**src/rtl/queen_search_ctrl.sv**
```systemverilog
// queen_search_ctrl: backtracking sequencer for the N-queens datapath.
// Optional QUEEN_ENUM_ALL_EN: enumerate every solution, not just the first.
module queen_search_ctrl #(
  parameter int N = 8
) (
  input  logic       clk,
  input  logic       rst,
  input  logic       start,
  input  logic [2:0] row_val,
  input  logic [2:0] col_val,
  input  logic       conflict,
  input  logic [2:0] mem_col,
  output logic       row_en,
  output logic       row_up_down,
  output logic       row_ld,
  output logic [2:0] row_load,
  output logic       col_en,
  output logic       col_up_down,
  output logic       col_ld,
  output logic [2:0] col_load,
  output logic       mem_we,
`ifdef QUEEN_ENUM_ALL_EN
  output logic       sol_valid,
  output logic [6:0] sol_count,
`endif
  output logic       busy,
  output logic       done,
  output logic       fail
);

  localparam logic [2:0] LAST = 3'(N - 1);

  localparam logic [2:0] S_IDLE  = 3'd0;
  localparam logic [2:0] S_CHECK = 3'd1;
  localparam logic [2:0] S_PLACE = 3'd2;
  localparam logic [2:0] S_BACK  = 3'd3;
  localparam logic [2:0] S_REST  = 3'd4;
  localparam logic [2:0] S_SOLV  = 3'd5;
  localparam logic [2:0] S_FAIL  = 3'd6;
`ifdef QUEEN_ENUM_ALL_EN
  localparam logic [2:0] S_DALL  = 3'd7;
`endif

  logic [2:0] state;
  logic [2:0] nxt;

  // Decode counter/memory controls and next state from the current state
  always_comb begin
    nxt         = state;
    row_en      = 1'b0;
    row_up_down = 1'b1;
    row_ld      = 1'b0;
    row_load    = 3'd0;
    col_en      = 1'b0;
    col_up_down = 1'b1;
    col_ld      = 1'b0;
    col_load    = 3'd0;
    mem_we      = 1'b0;
    unique case (state)
      S_IDLE: begin
        if (start) begin
          row_ld = 1'b1;
          col_ld = 1'b1;
          nxt    = S_CHECK;
        end
      end
      S_CHECK: begin
        if (!conflict) begin
          nxt = S_PLACE;
        end else if (col_val < LAST) begin
          col_en = 1'b1;
        end else begin
          nxt = S_BACK;
        end
      end
      S_PLACE: begin
        mem_we = 1'b1;
        if (row_val == LAST) begin
          nxt = S_SOLV;
        end else begin
          row_en = 1'b1;
          col_ld = 1'b1;
          nxt    = S_CHECK;
        end
      end
      S_BACK: begin
        if (row_val == 3'd0) begin
`ifdef QUEEN_ENUM_ALL_EN
          nxt = S_DALL;
`else
          nxt = S_FAIL;
`endif
        end else begin
          row_en      = 1'b1;
          row_up_down = 1'b0;
          nxt         = S_REST;
        end
      end
      S_REST: begin
        if (mem_col == LAST) begin
          nxt = S_BACK;
        end else begin
          col_ld   = 1'b1;
          col_load = mem_col + 3'd1;
          nxt      = S_CHECK;
        end
      end
      S_SOLV: begin
`ifdef QUEEN_ENUM_ALL_EN
        if (col_val < LAST) begin
          col_en = 1'b1;
          nxt    = S_CHECK;
        end else begin
          nxt = S_BACK;
        end
`else
        nxt = S_IDLE;
`endif
      end
      default: nxt = S_IDLE;
    endcase
  end

`ifdef QUEEN_ENUM_ALL_EN
  assign sol_valid = (state == S_SOLV);
`endif

  // State register plus registered status flags
  always_ff @(posedge clk) begin
    if (rst) begin
      state <= S_IDLE;
      busy  <= 1'b0;
      done  <= 1'b0;
      fail  <= 1'b0;
`ifdef QUEEN_ENUM_ALL_EN
      sol_count <= 7'd0;
`endif
    end else begin
      state <= nxt;
      busy  <= (nxt != S_IDLE);
      if (state == S_IDLE && start) begin
        done <= 1'b0;
        fail <= 1'b0;
`ifdef QUEEN_ENUM_ALL_EN
        sol_count <= 7'd0;
`endif
      end
      if (state == S_FAIL) fail <= 1'b1;
`ifdef QUEEN_ENUM_ALL_EN
      if (state == S_SOLV && sol_count != 7'd127)
        sol_count <= sol_count + 7'd1;
      if (state == S_DALL) begin
        done <= (sol_count != 7'd0);
        fail <= (sol_count == 7'd0);
      end
`else
      if (state == S_SOLV) done <= 1'b1;
`endif
    end
  end

endmodule
```
**config.mk**
```make
export PLATFORM = sky130hd
export DESIGN_NAME = queen_search_ctrl
export DESIGN_NICKNAME = d
export VERILOG_FILES = /design/src/rtl/queen_search_ctrl.sv
export SDC_FILE = /design/constraint.sdc
export NUM_CORES = 1
export LEC_CHECK = 0
export ABC_CLOCK_PERIOD_IN_PS = 1780
export BUFFER_PORTS_ARGS = -buffer_cell sky130_fd_sc_hd__buf_4
export CAP_MARGIN = 30
export CORE_AREA = 2 2 39 41
export DETAILED_ROUTE_END_ITERATION = 10
export DIE_AREA = 0 0 41 43
export PLACE_DENSITY = 0.76
export REMOVE_ABC_BUFFERS = 1
export SYNTH_ARGS = -nofsm -noshare
export SYNTH_HDL_FRONTEND = slang
export SYNTH_SLANG_ARGS = --single-unit
```
**constraint.sdc**
```tcl
create_clock -name clk -period 1.78 [get_ports clk]
set_clock_uncertainty 0.1 [all_clocks]
set_input_delay 0.089 -clock clk [delete_from_list [all_inputs] [get_ports clk]]
set_output_delay 0.089 -clock clk [all_outputs]
set_load 0.02 [all_outputs]
```
; ---- After elaboration in Yosys (flattened, before gate mapping)
; Index checks and enable logic that the tools add are counted.
; Widths: inputs -> output; s select.
[totals]
regBits = 6
in_bits = 13
out_inout_bits = 16
elab_cells = 45
[op_classes]
n_addsub = 1
order_cmp = 1
n_eq_ne = 8
muxes = 25
reduce_logical = 6
[ops]
columns = cell, count
row1 = $mux 3, 6
row2 = $eq 3x3->1 const B, 5
row3 = $pmux 3 s5, 1
row4 = $mux 1, 14
row5 = $eq 3x2->1 const B, 2
row6 = $logic_not 3->1, 2
row7 = $mux 2, 2
row8 = $reduce_bool 2->1, 2
row9 = $add 3x1->3 const B, 1
row10 = $eq 3x1->1 const B, 1
row11 = $lt 3x3->1 const B, 1
row12 = $pmux 1 s3, 1
row13 = $reduce_bool 3->1, 1
row14 = $pmux 1 s2, 1
row15 = $logic_and 1x1->1, 1

; ---- Depth between registers and ports, before layout
[depth]
word_depth = 5
depth_mapped = 5

; ---- Worst setup path after synthesis
; Ideal clock, no wire load.
[synth_timing]
path_type = register to output
start = register state[2]
end = output port col_ld
t_arrival_ns = 1.180
path_slack_ns = 0.411
path_stages_with_launch = 5
path_buffers = 1
cell_sequence = dfxtp_1 buf_6 nor2b_1 a21oi_1 o21ai_0
[synth_between]
elab_chain_cells = 2
[synth_rtl]
columns = item, line
row1 = from (decl), 44  ; logic [2:0] state;
row2 = from (signal assigned), 139  ; state <= nxt;
row3 = $eq 3x3->1 (tied with other cells), 59  ; unique case (state)
row4 = $pmux 1 s3 *, 59
row5 = to (decl), 19  ; output logic col_ld,
; Every way passes the cells marked *; elsewhere a longest branch is shown, timed or not.

; ---- Worst setup path after layout
[layout_timing]
start = register state[2]
end = output port row_en
[layout_between]
elab_chain_cells = 2
[layout_rtl]
columns = item, line
row1 = $eq 3x2->1, 59
row2 = $pmux 1 s2 *, 59
row3 = to (decl), 13  ; output logic row_en,
; Marked as above.

==> summary.txt <==
Status
  • Status: finished clean

Cells and area
  • Area growth from synthesis to final layout: 47.43%
  • Register Area: 121.4 µm²
  • Area of the multi-input gates: 269.0 µm²
  • Layout Nets: 102
  • Antenna cells: 0
  • Layout fillers: 151
  • Layout cells sized above 1: 36.47%

Global routing
  • Antenna violations before repair: 0
  • Number of global-route vias before repair: 467
  • Congestion Overflow GR: 0
  • First-pass GRT wire length: 1.766 mm
  • GRT Total Usage: 14.47%
  • Largest net degree at the start of global routing: 10

Critical path
  • Reg2reg end: busy
  • Worst setup SP type: register
  • Reg2Reg Depth: 4
  • CP endpoint: row_en
  • Worst path arrival time: 1.48 ns
  • Crit path kind: reg2out
  • Worst flop-to-flop path startpoint: state[1]
  • Max FO, Critical Path: 9
  • Worst setup path startpoint: state[2]
  • Reg2Reg Setup Slack: 0.32 ns
  • Crit. End Element: primary output
  • CP Data Required Time: 1.59 ns

Routing
  • Drt first pass iters: 4
  • # DRC: 0
  • Top layer in use: met3
  • Metal2 WL: 474 µm
  • Met1 WL: 458 µm
  • Vias per cell: 4.832
  • DRT antenna net count: 0
  • WL/cell: 10.13 µm
  • DR WL met3: 90 µm
  • Via count: 488
  • Initial drt markers: 16
  • WL final: 1.023 mm

Logic synthesis
  • Top cells by count, synth: nand2_1 (8), a21oi_1 (6), dfxtp_1 (6), nor3_1 (6)
  • Top FF cell, synth: dfxtp_1
  • Post-synthesis simple-gate area fraction: 32.86%
  • EDFF count, synth: 0
  • Synthesized instance count: 59
  • XOR/XNOR Fraction of Synth Area: 0%
  • Synth Area per Inst: 7.422 µm²
  • Syn. warnings: 0
  • Largest area contributor in the netlist: dfxtp_1
  • Post-synth ARST share: 0%
  • Largest family of logic cells by synthesized area: simple AND/OR/NAND/NOR gates
  • Sequential area share after synthesis: 27.43%
  • Seq cells post-synth: 6
  • Top post-synthesis cells by area: dfxtp_1 (27%), a21oi_1 (6.9%), nor3_1 (6.9%)
  • Synth cell types: 25
  • Top-area cell type share of the netlist area: 27.43%
  • Post-synthesis cell area: 437.9 µm²
  • Top-count cell post-synth: nand2_1
  • Post-Synth Adder-Cell Area: 5.714%
  • Mux share of post-synthesis cell area: 0%
  • Compound-cell area share of the yosys netlist: 19.43%

STA
  • Fin. Hold Viols: 0
  • FMAX: 0.6000 GHz
  • Tmin final: 1.667 ns
  • RSZ-0062 raised after global routing: false
  • Tcrit/Tclk final: 93.63%
  • Final slew viol count: 0
  • # setup viols final: 0
  • TNS Setup: 0 ns

Pwr
  • Max IR drop VDD: 0.5291 mV
  • Sw Ratio: 29.82%
  • Power share of the clock group: 31.3%
  • P_int: 0.2725 mW
  • Post-layout total power: 0.3883 mW
  • Logic pwr share: 30.5%
  • Pleak: 0.3243 nW
  • Sequential Power Share: 38.2%
  • Sw Pwr: 0.1158 mW
  • PwrDens: 601.4 nW/µm²

Floorplanning
  • IO Count: 29
  • Die height: 43 µm
  • Initial Util: 31.65%
  • Die Width: 41 µm
  • Die Area: 1763 µm²
  • Site row count: 14
  • Core area: 1384 µm²

CTS
  • Clock latency on the worst-skew pair: 0.24 ns
  • Clk slew on worst S/H paths: 0.04 ns
  • Total CTS buffers: 3
  • CTS tree: yes
  • Num Clock Sinks: 6
  • Max Root-Sink Buffers: 2
  • H-tree Lvls: 1
  • CTS Root Cell: clkbuf_4
  • # Post-CTS Setup Buffers: 0

Run
  • # Max-Cap Violations: 0

Place
  • Routability cong.: 0.8569
  • HPWL Detailed: 836.2 µm
  • # port buffers: 24

Worst hold path
  • Worst hold path class: in2reg
-- layer usage --
layer  GRT usage (%)  vias up
met3           7.330        0
met1           17.42      218
met4           4.000        0
met2           21.88       21
met5               0        -
li1                -      249
-- timing repair --
| item | CTS | global route |
|---|---|---|
| endpoints found under the setup margin | 0 | 1 |
| gates resized for setup | 0 | 1 |
| hold buffers | 1 | 0 |
| hold endpoints to repair | 4 | 0 |
-- power groups by stage --
stage | clock, mW | combinational [mW] | sequential, mW
2_1_floorplan | 0 | 0.0614 | 0.153
3_3_place_gp | 0 | 0.115 | 0.151
3_5_place_dp | 0 | 0.117 | 0.150
4_1_cts | 0.129 | 0.119 | 0.148
5_1_grt | 0.137 | 0.131 | 0.149
6_report | 0.122 | 0.118 | 0.148
-- flip-flops by register name, summed over array words and instances (netlist names) --
| signal | count |
|---|---|
| busy | 1 |
| state | 3 |
| fail | 1 |
| done | 1 |
-- metrics by stage --
stage / util (%) / hold WS (ns) / setup WS [ns] / area (µm²) / instances
CTS: 46.56 / 0.1638 / 0.06133 / 644.4 / 101
finish: 46.65 / 0.1786 / 0.1135 / 645.6 / 101
floorplan: - / 0.06099 / 0.3194 / 404.1 / 56
detailed placement: 44.21 / 0.2080 / 0.3118 / 611.8 / 97
global route: 46.65 / 0.1669 / 0.02738 / 645.6 / 101
global placement: 44.21 / 0.2114 / 0.3303 / 611.8 / 97
-- cell type report --
type                            count  area share [%]
Clock buffer                        3           3.488
Sequential cell                     6           18.80
Tap cell                           16           3.101
Timing Repair Buffer               26           30.62
Multi-Input combinational cell     46           41.67
Inverter                            4           2.326
-- cells in the final DEF, fill, tap and decap left out --
| cell type | Yosys | final |
|---|---|---|
| a31oi_2 | 1 | 1 |
| a211o_1 | 1 | 1 |
| nor2b_2 | 1 | 1 |
| nand3_1 | 1 | 1 |
| a31oi_1 | 1 | 1 |
| conb_1 | 2 | 4 |
| a211oi_1 | 1 | 1 |
| nor2b_1 | 1 | 1 |
| and2_1 | 2 | 2 |
| nor3b_1 | 1 | 1 |
| buf_4 | 4 | 25 |
| and3_1 | 2 | 2 |
| or3_1 | 1 | 1 |
| nand2_1 | 8 | 8 |
| nor3_1 | 6 | 6 |
| o21ai_0 | 2 | 2 |
| ha_1 | 2 | 2 |
| dfxtp_2 | 0 | 1 |
| or3b_1 | 1 | 1 |
| a21oi_1 | 6 | 6 |
| nand2b_1 | 2 | 2 |
| dfxtp_1 | 6 | 5 |
| nor2_1 | 1 | 1 |
| clkbuf_4 | 0 | 3 |
| dlygate4sd3_1 | 0 | 1 |
| a311o_1 | 1 | 1 |
| inv_1 | 4 | 4 |
-- worst min-delay path by stage --
stage / startpoint / endpoint / slack [ns] / cells after the start
2_1_floorplan: rst / state[0] / 0.06 / 1
3_3_place_gp: rst / state[0] / 0.21 / 2
3_5_place_dp: rst / state[0] / 0.21 / 2
4_1_cts: start / state[0] / 0.16 / 3
5_1_grt: conflict / state[0] / 0.17 / 3
6_report: row_val[1] / state[2] / 0.18 / 3
-- cell families after synthesis --
kind of cell / count (synthesis)
flops: 6
fa+ha+maj: 2
compound gates: 13
other cells: 2
simple gates: 27
buf+inv: 9
-- worst max-delay path: stages (launching register included) --
cell      delay [ns]
dfxtp_2         0.35
buf_4           0.16
nand2b_1        0.15
or3_1           0.37
nand2_1         0.08
buf_4           0.13
No activity file was read; power rests on OpenSTA's default activity.
